## src/rtl/led_pattern_gen_if.sv

```systemverilog
// Configuration bus for led_pattern_gen: one write strobe plus the channel
// index and the per-channel fields it loads.
interface led_pattern_gen_if #(
   parameter int CNT_W = 8
);
   logic             cfg_we;
   logic [3:0]       cfg_ch;
   logic [1:0]       cfg_mode;
   logic [CNT_W-1:0] cfg_period;
   logic [CNT_W-1:0] cfg_duty;
   logic [7:0]       cfg_count;

   modport master (
      output cfg_we, cfg_ch, cfg_mode, cfg_period, cfg_duty, cfg_count
   );

   modport slave (
      input cfg_we, cfg_ch, cfg_mode, cfg_period, cfg_duty, cfg_count
   );
endinterface

```

## src/rtl/led_pattern_gen.sv

```systemverilog
// led_pattern_gen: CHANNELS independent LED drivers sharing one phase-tick
// prescaler. Each channel is off, on, blinking (period/duty in ticks) or
// running a counted burst that ends idle with a one-cycle done pulse.
// LED and done are registered; both reflect channel state one edge later.
module led_pattern_gen #(
   parameter int TICK_DIV = 50_000,
   parameter int CHANNELS = 4,
   parameter int CNT_W    = 8
) (
   input  logic                clk,
   input  logic                rst,
   led_pattern_gen_if.slave    cfg,
   output logic [CHANNELS-1:0] LED,
   output logic [CHANNELS-1:0] done
);

   localparam int PRE_W = (TICK_DIV > 1) ? $clog2(TICK_DIV) : 1;
   localparam logic [PRE_W-1:0] PRE_MAX  = PRE_W'(TICK_DIV - 1);
   localparam logic [PRE_W-1:0] PRE_ZERO = {PRE_W{1'b0}};
   localparam logic [PRE_W-1:0] PRE_ONE  = {{(PRE_W-1){1'b0}}, 1'b1};
   localparam logic [CNT_W-1:0] CNT_ZERO = {CNT_W{1'b0}};
   localparam logic [CNT_W-1:0] CNT_ONE  = {{(CNT_W-1){1'b0}}, 1'b1};

   typedef enum logic [1:0] {
      MODE_OFF   = 2'd0,
      MODE_ON    = 2'd1,
      MODE_BLINK = 2'd2,
      MODE_BURST = 2'd3
   } mode_e;

   // shared prescaler
   logic [PRE_W-1:0]    pre_r;
   logic                tick_s;

   // per-channel configuration and run state
   mode_e               mode_r   [CHANNELS];
   logic [CNT_W-1:0]    period_r [CHANNELS];
   logic [CNT_W-1:0]    duty_r   [CHANNELS];
   logic [7:0]          count_r  [CHANNELS];
   logic [CNT_W-1:0]    phase_r  [CHANNELS];
   logic [7:0]          burst_r  [CHANNELS];
   logic [CHANNELS-1:0] idle_r;
   logic [CHANNELS-1:0] sent_r;   // done already issued for the current burst

   // registered outputs
   logic [CHANNELS-1:0] led_r;
   logic [CHANNELS-1:0] done_r;

   // per-channel decode
   logic [CHANNELS-1:0] wr_hit_s;
   logic [CHANNELS-1:0] wrap_s;
   logic [CHANNELS-1:0] blink_s;
   logic [CHANNELS-1:0] is_burst_s;
   logic [CHANNELS-1:0] deg_s;
   logic [CHANNELS-1:0] adv_s;
   logic [CHANNELS-1:0] last_s;
   logic [CHANNELS-1:0] drop_s;
   logic [CHANNELS-1:0] fin_s;
   logic [CHANNELS-1:0] led_s;
   logic [CHANNELS-1:0] done_s;

   // Phase tick: one cycle in every TICK_DIV, on the last prescaler count.
   always_comb begin
      tick_s = (pre_r == PRE_MAX);
   end

   // Free-running prescaler; configuration writes never touch it.
   always_ff @(posedge clk) begin
      if (rst) begin
         pre_r <= PRE_ZERO;
      end else if (tick_s) begin
         pre_r <= PRE_ZERO;
      end else begin
         pre_r <= pre_r + PRE_ONE;
      end
   end

   // Per-channel decode: write select, phase wrap, next LED level and the
   // three ways a burst can signal completion.
   always_comb begin
      wr_hit_s   = {CHANNELS{1'b0}};
      wrap_s     = {CHANNELS{1'b0}};
      blink_s    = {CHANNELS{1'b0}};
      is_burst_s = {CHANNELS{1'b0}};
      deg_s      = {CHANNELS{1'b0}};
      adv_s      = {CHANNELS{1'b0}};
      last_s     = {CHANNELS{1'b0}};
      drop_s     = {CHANNELS{1'b0}};
      fin_s      = {CHANNELS{1'b0}};
      led_s      = {CHANNELS{1'b0}};
      done_s     = {CHANNELS{1'b0}};
      for (int c = 0; c < CHANNELS; c++) begin
         // out-of-range channel indices simply never match
         wr_hit_s[c]   = cfg.cfg_we && (cfg.cfg_ch == 4'(c));
         wrap_s[c]     = tick_s && (period_r[c] != CNT_ZERO)
                         && (phase_r[c] >= (period_r[c] - CNT_ONE));
         blink_s[c]    = (period_r[c] != CNT_ZERO) && (phase_r[c] < duty_r[c]);
         is_burst_s[c] = (mode_r[c] == MODE_BURST);
         // a burst with nothing to do finishes straight away
         deg_s[c]      = is_burst_s[c] && !idle_r[c]
                         && ((count_r[c] == 8'd0) || (period_r[c] == CNT_ZERO));
         adv_s[c]      = is_burst_s[c] && !idle_r[c] && wrap_s[c];
         last_s[c]     = (burst_r[c] == (count_r[c] - 8'd1));

         case (mode_r[c])
            MODE_OFF:   led_s[c] = 1'b0;
            MODE_ON:    led_s[c] = 1'b1;
            MODE_BLINK: led_s[c] = blink_s[c];
            MODE_BURST: led_s[c] = !idle_r[c] && (count_r[c] != 8'd0) && blink_s[c];
            default:    led_s[c] = 1'b0;
         endcase

         // final falling edge inside the last period (duty shorter than period)
         drop_s[c] = is_burst_s[c] && !idle_r[c] && last_s[c] && led_r[c]
                     && !led_s[c] && (phase_r[c] != CNT_ZERO);
         // burst just went idle without an earlier drop (duty 0 or duty >= period)
         fin_s[c]  = is_burst_s[c] && idle_r[c] && !sent_r[c];
         done_s[c] = deg_s[c] || drop_s[c] || fin_s[c];
      end
   end

   // Channel state: writes reload a channel and restart it, otherwise the
   // phase advances on tick and bursts count completed periods.
   always_ff @(posedge clk) begin
      for (int c = 0; c < CHANNELS; c++) begin
         if (rst) begin
            mode_r[c]   <= MODE_OFF;
            period_r[c] <= CNT_ZERO;
            duty_r[c]   <= CNT_ZERO;
            count_r[c]  <= 8'd0;
            phase_r[c]  <= CNT_ZERO;
            burst_r[c]  <= 8'd0;
            idle_r[c]   <= 1'b0;
            sent_r[c]   <= 1'b0;
         end else if (wr_hit_s[c]) begin
            // a write on the tick cycle wins: phase restarts at 0 with no step
            mode_r[c]   <= mode_e'(cfg.cfg_mode);
            period_r[c] <= cfg.cfg_period;
            duty_r[c]   <= cfg.cfg_duty;
            count_r[c]  <= cfg.cfg_count;
            phase_r[c]  <= CNT_ZERO;
            burst_r[c]  <= 8'd0;
            idle_r[c]   <= 1'b0;
            sent_r[c]   <= 1'b0;
         end else begin
            if (tick_s) begin
               if (wrap_s[c] || (period_r[c] == CNT_ZERO)) begin
                  phase_r[c] <= CNT_ZERO;
               end else begin
                  phase_r[c] <= phase_r[c] + CNT_ONE;
               end
            end
            if (deg_s[c]) begin
               idle_r[c] <= 1'b1;
            end else if (adv_s[c] && ((burst_r[c] + 8'd1) == count_r[c])) begin
               idle_r[c] <= 1'b1;
            end
            if (adv_s[c]) begin
               burst_r[c] <= burst_r[c] + 8'd1;
            end
            if (done_s[c]) begin
               sent_r[c] <= 1'b1;
            end
         end
      end
   end

   // Output registers: LED level and the one-cycle completion pulse.
   always_ff @(posedge clk) begin
      if (rst) begin
         led_r  <= {CHANNELS{1'b0}};
         done_r <= {CHANNELS{1'b0}};
      end else begin
         led_r  <= led_s;
         done_r <= done_s;
      end
   end

   assign LED  = led_r;
   assign done = done_r;

endmodule
```

## src/flat_wrapper.sv

```systemverilog
// flat-port wrapper written by rule: the top's interface ports become plain ports
module led_pattern_gen_flat 
#(
   parameter int TICK_DIV = 50_000,
   parameter int CHANNELS = 4,
   parameter int CNT_W    = 8
)
  (clk, rst, LED, done, cfg_cfg_we, cfg_cfg_ch, cfg_cfg_mode, cfg_cfg_period, cfg_cfg_duty, cfg_cfg_count);
  led_pattern_gen_if #(.CNT_W(CNT_W)) cfg_i ();
  input  logic clk;
  input  logic rst;
  output logic [CHANNELS-1:0] LED;
  output logic [CHANNELS-1:0] done;
  input wire logic [$bits(cfg_i.cfg_we)-1:0] cfg_cfg_we;
  input wire logic [$bits(cfg_i.cfg_ch)-1:0] cfg_cfg_ch;
  input wire logic [$bits(cfg_i.cfg_mode)-1:0] cfg_cfg_mode;
  input wire logic [$bits(cfg_i.cfg_period)-1:0] cfg_cfg_period;
  input wire logic [$bits(cfg_i.cfg_duty)-1:0] cfg_cfg_duty;
  input wire logic [$bits(cfg_i.cfg_count)-1:0] cfg_cfg_count;
  assign cfg_i.cfg_we = cfg_cfg_we;
  assign cfg_i.cfg_ch = cfg_cfg_ch;
  assign cfg_i.cfg_mode = cfg_cfg_mode;
  assign cfg_i.cfg_period = cfg_cfg_period;
  assign cfg_i.cfg_duty = cfg_cfg_duty;
  assign cfg_i.cfg_count = cfg_cfg_count;
  led_pattern_gen #(.TICK_DIV(TICK_DIV), .CHANNELS(CHANNELS), .CNT_W(CNT_W)) u_core (.clk(clk), .rst(rst), .cfg(cfg_i), .LED(LED), .done(done));
endmodule
```

## config.mk

```make
export PLATFORM = sky130hd
export DESIGN_NAME = led_pattern_gen_flat
export DESIGN_NICKNAME = d
export VERILOG_FILES = /design/src/rtl/led_pattern_gen_if.sv /design/src/rtl/led_pattern_gen.sv /design/src/flat_wrapper.sv
export SDC_FILE = /design/constraint.sdc
export NUM_CORES = 1
export LEC_CHECK = 0
export CAP_MARGIN = 20
export CELL_PAD_IN_SITES_DETAIL_PLACEMENT = 0
export CELL_PAD_IN_SITES_GLOBAL_PLACEMENT = 1
export CORE_MARGIN = 4
export CORE_UTILIZATION = 45
export CTS_CLUSTER_DIAMETER = 120
export CTS_CLUSTER_SIZE = 8
export DETAILED_ROUTE_END_ITERATION = 7
export PLACE_DENSITY = 0.77
export SKIP_LAST_GASP = 1
export SLEW_MARGIN = 10
export SYNTH_ARGS = -nofsm -noshare
export SYNTH_HDL_FRONTEND = slang
export SYNTH_SLANG_ARGS = --single-unit
export TNS_END_PERCENT = 30
```

## constraint.sdc

```tcl
create_clock -name clk -period 3.17 [get_ports clk]
set_clock_uncertainty 0.1 [all_clocks]
set_input_delay 0.634 -clock clk [delete_from_list [all_inputs] [get_ports clk]]
set_output_delay 0.634 -clock clk [all_outputs]
set_load 0.02 [all_outputs]
```

# Word-level counts from Yosys, hierarchy flattened
# Memory sizes are Yosys's and may differ from the RTL's.
# Cells that the tools add are included.
dict set report word_totals {
  word_cells 346
  latch_bits 0
  output_inout_bits 8
  memories 6
  mem_bits_rw 168
  reg_bits 32
  rom_bits 0
}
# name words word_bits read_ports rd_clocked_by_memory_dff write_ports line_no
set memory_table {}
lappend memory_table {u_core.burst_r 4 8 4 0 4 led_pattern_gen.sv:41} ;# logic [7:0] burst_r [CHANNELS];
lappend memory_table {u_core.count_r 4 8 4 0 4 led_pattern_gen.sv:39} ;# logic [7:0] count_r [CHANNELS];
lappend memory_table {u_core.duty_r 4 8 4 0 4 led_pattern_gen.sv:38} ;# logic [CNT_W-1:0] duty_r [CHANNELS];
lappend memory_table {u_core.period_r 4 8 4 0 4 led_pattern_gen.sv:37} ;# logic [CNT_W-1:0] period_r [CHANNELS];
lappend memory_table {u_core.phase_r 4 8 4 0 4 led_pattern_gen.sv:40} ;# logic [CNT_W-1:0] phase_r [CHANNELS];
lappend memory_table {u_core.mode_r 4 2 4 0 4 led_pattern_gen.sv:36} ;# mode_e mode_r [CHANNELS];
dict set report classes {
  reduce_logical 126
  shifts 0
  n_addsub 17
  multipliers 0
  div 0
  mux 118
  n_bitwise 36
  n_lt_le_gt_ge 8
  eq_ne 24
}
# operator count
set op_table {}
lappend op_table {{8-bit two-way mux} 32}
lappend op_table {{8-bit nonzero test} 12}
lappend op_table {{1-bit two-way mux} 78}
lappend op_table {{8-bit by 1-bit adder with 8-bit output, second input constant} 8}
lappend op_table {{8-bit == test} 8}
lappend op_table {{1-bit logical AND} 64}
lappend op_table {{8-bit zero test} 8}
lappend op_table {{8-bit by 1-bit subtractor with 8-bit output, second input constant} 8}
lappend op_table {{1-bit OR} 36}
lappend op_table {{8-bit >= comparator} 4}
lappend op_table {{8-bit < comparator} 4}
lappend op_table {{16-bit by 1-bit adder with 16-bit output, second input constant} 1}
lappend op_table {{16-bit == test, second input constant} 1}
lappend op_table {{2-bit == test, second input constant} 8}
lappend op_table {{1-bit logical OR} 16}
lappend op_table {{1-bit case mux with 4 select lines} 4}
lappend op_table {{1-bit zero test} 12}
lappend op_table {{2-bit OR reduction} 5}
lappend op_table {{2-bit by 1-bit == test with 1-bit output, second input constant} 4}
lappend op_table {{4-bit by 2-bit == test with 1-bit output, second input constant} 2}
lappend op_table {{2-bit zero test} 4}
lappend op_table {{2-bit two-way mux} 4}
lappend op_table {{2-bit nonzero test} 4}
lappend op_table {{4-bit by 1-bit == test with 1-bit output, second input constant} 1}
lappend op_table {{4-bit zero test} 1}

# Depth between registers and ports, before layout
# Gate-level depths: netlist of run 1.
dict set report logic_depth {
  word_depth 11
  ltp_mapped 12
  mapped_depth_nobuf 11
}

# Worst setup path before layout of run 1
# OpenSTA, ideal clock, no wires.
dict set report synth_path {
  kind {flip-flop to flip-flop}
  start {mem u_core.period_r[2][2]}
  end {mem u_core.burst_r[2][0] (enable)}
  period_less_slack_ps 3237
  n_path_buf 0
  stages_incl_launch_ff 10
  path_slack_ps -67
  setup_time_ps 398
  arrival_time_ps 2739
  path_cell_list {edfxtp_1 -> nor3_1 -> nor3b_1 -> xnor2_1 -> ha_1 -> inv_1 -> o21ai_0 -> a41o_1 -> nand2_1 -> o41ai_1}
}
# item line_no
set synth_rtl {}
lappend synth_rtl {{start, declared} led_pattern_gen.sv:37}
lappend synth_rtl {{end, declared} led_pattern_gen.sv:41}

==> results of run 1 <==
cells by family after synthesis:
family	Yosys count	share of synthesized area, %
multiplexers	5	0.4260
buffers and inverters	102	3.346
adder cells (fa/ha/maj)	89	9.248
flip-flops	200	47.22
AO/OA/AOI/OAI	132	7.305
AND/OR/NAND/NOR	501	22.13
XOR/XNOR	142	10.33
critical path, cell delays in order, from the launching register on:
cell and delay (ns):
edfxtp_1 0.42, nor4_1 0.32, buf_4 0.17, nand2_1 0.05
xor2_1 0.15, ha_1 0.29, nand2_1 0.07, nor3_1 0.20
a21oi_1 0.13, or3_1 0.39, o21bai_2 0.39
worst paths after layout:
path	start	end	slack, ns	depth (start not counted)
worst max-delay path	u_core.period_r[1][2]	u_core.burst_r[1][5]	0.15	10
worst min-delay path	u_core.pre_r[0]	u_core.pre_r[0]	0.34	1
worst max register to register	u_core.period_r[1][2]	u_core.burst_r[1][5]	0.15	10
worst min register to register	u_core.pre_r[0]	u_core.pre_r[0]	0.34	1
area by class of cell:
type / instances / area, µm² / share of cell area, %
multi-input cells: 869 / 5977 / 44.15
clock inverters: 12 / 116.4 / 0.8594
clock buffers: 20 / 500.5 / 3.697
inverters: 73 / 274.0 / 2.024
well taps: 335 / 419.2 / 3.096
repair buffers: 60 / 566.8 / 4.186
flip-flops and latches: 200 / 5685 / 41.99
power groups by stage:
stage	clock, W	sequential (W)	combinational (W)
floorplan	0	0.00312	0.000454
global placement	0	0.00317	0.000642
detailed placement	0	0.00317	0.000653
CTS	0.00230	0.00311	0.000657
global route	0.00240	0.00313	0.000741
finish	0.00225	0.00311	0.000651
cell usage in the layout, fill, tap and decap left out, types with 40 or more instances in the layout:
cell             synthesis  final
edfxtp_1               168    168
nor2_1                 127    127
xnor2_1                 76     76
xor2_1                  66     66
and2_1                 106    106
ha_1                    89     89
nand2_1                 70     70
nand3_1                 50     50
clkdlybuf4s50_1          0     40
inv_1                   73     73
repair_timing:
action / in CTS / in global routing
cloned: 0 / 0
endpoints found under the hold margin: 0 / 0
setup endpoints to repair: 8 / 20
gates resized for setup: 1 / 3
metrics by stage:
stage          setup TNS [ns]  std cells  hold WS, ns
2_1_floorplan               0       1171       0.3132
3_3_place_gp         -0.08609       1536       0.3248
3_5_place_dp          -0.5295       1537       0.3349
4_1_cts                     0       1569       0.3474
5_1_grt               -0.3089       1569       0.3822
6_report                    0       1569       0.3444
state kept, by name, indices dropped and copies added, names as in the netlist, 8 cells and up:
register / cells
u_core.count_r: 32
u_core.phase_r: 32
u_core.mode_r: 8
u_core.duty_r: 32
u_core.burst_r: 32
u_core.pre_r: 16
u_core.period_r: 32
routing by layer:
metal / vias up / global-route usage [%] / wire (µm)
met1: 3968 / 27.56 / 13020
li1: 4242 / - / -
met4: 0 / 4.719 / 400
met2: 151 / 29.80 / 12210
met3: 21 / 2.804 / 1216
met5: - / 0 / 0
==> flow_summary_export.csv, run 1 <==
group,metric,value,unit
run_status,status,"complete, no violations",
global_route,grt_pass1_wl,43.46,mm
power,p_int,0.004446,W
power,power_switching,0.001572,W
power,p_leak,5.126,nW
layout,final_util,51.66,%
synth,synthCells,1171,
layout,area_delta_synth_final,12.44,%
timing,relSlewSlack,55.30,%
synth,syn_area,12040,µm²
placed_design,globalplace.congestion,0.8200,
drt,drt_iter0_markers,578,
timing,clock.fmax,0.3313,GHz
clock_network,clock_path_buffers,2,
power,seqPwrFrac,51.7,%
timing,finalCritPeriodShare,95.21,%
placed_design,pre_cts_ws,-0.06645,ns
power,peakVddDrop,0.0002860,V
drt,detail-route-antenna-nets,0,
global_route,antenna_found_initial,0,
clock_network,cts_hold_buf,0,
worst_setup_path,arrival,3.01,ns
power,pwr-share-clk,37.4,%
floorplanning,die_area,29440,µm²
layout,final_cell_area,13540,µm²
global_route,gr-total-overflow,0,
synth,synth_nets,1293,
layout,diodes,0,
power,total_power,0.006018,W
placed_design,port_buffers,40,
worst_setup_path,worstPathRequired,3.16,ns
timing,hold_violations,0,
drt,num_vias,8382,
timing,slew_violations,0,
timing,min_period,3.018,ns
floorplanning,io_pins,41,
drt,viasPerCell,5.342,
floorplanning,dieHeight,171.6,µm
worst_setup_path,endpoint_kind,"flop",
layout,final_nets,1343,
synth,postSynthAreaPerCell,10.28,µm²
floorplanning,dieWidth,171.6,µm
layout,fill_cells,2352,
synth,yosys-top-cells-area,"edfxtp_1 42%, ha_1 9.2%, xnor2_1 5.5%",
drt,wl_per_cell,17.11,µm
clock_network,cts_setup_buffers,0,
clock_network,numCtsBuffers,17,
placed_design,placed_area,12910,µm²
synth,synth_common_cells,"168 x edfxtp_1, 127 x nor2_1, 106 x and2_1",
worst_setup_path,path_max_fanout,8,
power,switching_share,26.12,%
placed_design,hpwl,20.06,mm
power,powerDensity,444.5,nW/µm²
floorplanning,fp.coreArea,26210,µm²
synth,ys_async_sr_fraction,0,%
power,p_comb_share,10.8,%
clock_network,cts.sinks,200,
drt,routed_wl,26.84,mm
drt,drcViolationCount,0,
global_route,grt_pass1_vias,8054,
timing,timing.final.ws_setup,0.1520,ns
synth,synth_top_area_share,41.90,%
synth,synth_top_area_cell,"edfxtp_1",
synth,synth-seq-cells,200,
synth,synth.distinct_cells,71,
clock_network,cts_tree,"built",
global_route,grt_usage,18.91,%
layout,drive_gt1_share,6.159,%
synth,synth_edf_count,168,
synth,yosysWarningCount,0,
synth,yosysSeqAreaShare,47.22,%
global_route,grt_max_degree,30,
synth,ys.flop_type,"edfxtp_1",
floorplanning,rows,59,
drt,first_pass_iters,5,
timing,grt_setup_unrepaired,"yes",
clock_network,clockRootBuffer,"clkbuf_16",
floorplanning,start_util,45.95,%
worst_setup_path,cp-start-kind,"flop",
clock_network,clock_latency,0.45,ns
clock_network,clk_pin_slew,0.08,ns
min_path,hold_path.class,"reg -> reg",
worst_setup_path,criticalPathCategory,"reg -> reg",
clock_network,cts_max_level,4,
run,timing.max_cap.violations,0,
synth,post-synth-top-count-cell,"edfxtp_1",
timing,setup_viol,0,
timing,worstMarginPinSlew,0.6680,ns
(Power assumes the default switching activity.)
==> run 2, diff against run 1 <==
Settings changed: CORE_ASPECT_RATIO set to 1.2, CORE_UTILIZATION 45 to 46, CTS_BUF_LIST set to sky130_fd_sc_hd__clkbuf_4 sky130_fd_sc_hd__clkbuf_8, CTS_CLUSTER_SIZE 8 to 24, PLACE_DENSITY 0.77 to 0.79.
==> run 2 against run 1 <==
Effect of this change: wire length fell by 1.7%; register-to-register slack better by 0.05 ns; die area is 2.0% lower; critical endpoint is now u_core.idle_r[3].
==> flow_summary_export.csv, run 2 (same netlist as run 1, synthesis figures left out) <==
group,metric,value,unit
power,switching_share,24.93,%
floorplanning,dieWidth,155.7,µm
floorplanning,start_util,46.99,%
global_route,antenna_found_initial,1,
timing,hold_violations,0,
timing,clock.fmax,0.3372,GHz
clock_network,clock_latency,0.47,ns
floorplanning,die_area,28840,µm²
timing,slew_violations,0,
drt,routed_wl,26.40,mm
drt,detail-route-antenna-nets,0,
power,pwr-share-clk,32.3,%
run,timing.max_cap.violations,0,
floorplanning,fp.coreArea,25620,µm²
worst_setup_path,cp-start-kind,"flop",
power,power_switching,0.001386,W
worst_setup_path,criticalPathCategory,"reg -> reg",
worst_setup_path,endpoint_kind,"flop",
clock_network,cts_hold_buf,0,
clock_network,cts_setup_buffers,0,
worst_setup_path,path_max_fanout,9,
layout,final_common_cell,"edfxtp_1",
power,powerDensity,416.2,nW/µm²
power,p_int,0.004173,W
drt,drcViolationCount,0,
timing,holdWs,0.3525,ns
floorplanning,rows,64,
worst_setup_path,arrival,3.26,ns
drt,wl_per_cell,16.84,µm
timing,setup_viol,0,
clock_network,cts_resized,1,
layout,final_cell_mix,"168 x edfxtp_1, 127 x nor2_1, 106 x and2_1",
layout,final_nets,1347,
power,peakVddDrop,0.0004380,V
layout,final_util,52.13,%
drt,num_vias,8386,
layout,diodes,0,
min_path,hold_path.class,"reg -> reg",
timing,relSlewSlack,48.92,%
clock_network,cts_tree,"built",
drt,first_pass_iters,5,
global_route,grt_pass1_vias,8369,
power,p_comb_share,11.7,%
placed_design,globalplace.congestion,0.8534,
run_status,status,"complete, no violations",
floorplanning,io_pins,41,
clock_network,clockRootBuffer,"clkbuf_8",
global_route,grt_pass1_wl,43.06,mm
clock_network,cts.sinks,200,
power,p_leak,5.057,nW
drt,viasPerCell,5.348,
worst_setup_path,ff2ff_setup_slack,0.20,ns
timing,worstMarginPinSlew,0.7633,ns
global_route,gr-total-overflow,0,
timing,min_period,2.966,ns
global_route,grt_max_degree,29,
timing,setup_tns,0,ns
floorplanning,dieHeight,185.2,µm
power,seqPwrFrac,55.9,%
clock_network,clk_pin_slew,0.10,ns
timing,grt_setup_unrepaired,"no",
timing,finalCritPeriodShare,93.55,%
global_route,grt_usage,19.01,%
placed_design,hpwl,19.97,mm
placed_design,port_buffers,40,
clock_network,cts_max_level,4,
worst_setup_path,worstPathRequired,3.46,ns
layout,drive_gt1_share,6.220,%
clock_network,clock_path_buffers,2,
drt,drt_iter0_markers,468,
clock_network,numCtsBuffers,17,
layout,area_delta_synth_final,10.93,%
## run 2: changes by cell type in the layout (fill, tap and decap cells not counted), sizes merged
cell / before / now
buf: 20 / 24
inv: 81 / 76
clkbuf: 20 / 21
clkinvlp: 0 / 1
clkinv: 4 / 3
bufinv: 0 / 4
## run 2: worst paths after layout
kind,from,endpoint,cells past startpoint
max reg2reg,u_core.period_r[3][2],u_core.idle_r[3],10
min,u_core.pre_r[0],u_core.pre_r[0],1
max,u_core.period_r[3][2],u_core.idle_r[3],10
min reg2reg,u_core.pre_r[0],u_core.pre_r[0],1
## run 2: through the flow
step	std cells	power (W)	worst slack (ns)	instance area, µm²
after global routing	1568	0.005813	0.004399	13360
after floorplan	1171	0.003572	0.1975	12050
final	1568	0.005559	0.2043	13360
after CTS	1568	0.005611	0.1947	13360
after detailed placement	1536	0.003827	0.02494	12910
after global placement	1536	0.003814	0.001691	12910
## run 2: worst max-delay path, stage by stage (launching register included)
cell,delay (ns)
edfxtp_1,0.44
nor2_1,0.23
nand3_1,0.13
nor4_1,0.26
xnor2_1,0.12
ha_1,0.31
nand2_1,0.07
o21ai_0,0.14
a21oi_1,0.10
or4b_1,0.75
o31ai_4,0.24
## run 2: metal layers
metal  global-route usage [%]  routed length [µm]  up-vias
met2                    32.62               12830      150
met4                    5.534                 514        0
li1                         -                   -     4242
met3                    3.155                1197       28
met1                    24.85               11860     3966
met5                        0                   0        -
## run 2: area by class of cell
cell class                      instances  area [µm²]
Clock buffer                           21       270.3
Clock inverter                         11       170.2
Fill cell                            2424       12270
Inverter                               73       274.0
Multi-Input combinational cell        869        5964
Sequential cell                       200        5685
Tap cell                              330       412.9
Timing Repair Buffer                   64       580.6
## run 2: power groups by stage
stage,Combinational [W],Sequential [W],Clock [W]
after floorplan,0.000454,0.00312,0
after global placement,0.000645,0.00317,0
after detailed placement,0.000657,0.00317,0
after CTS,0.000661,0.00311,0.00184
after global routing,0.000740,0.00313,0.00194
final,0.000652,0.00311,0.00180
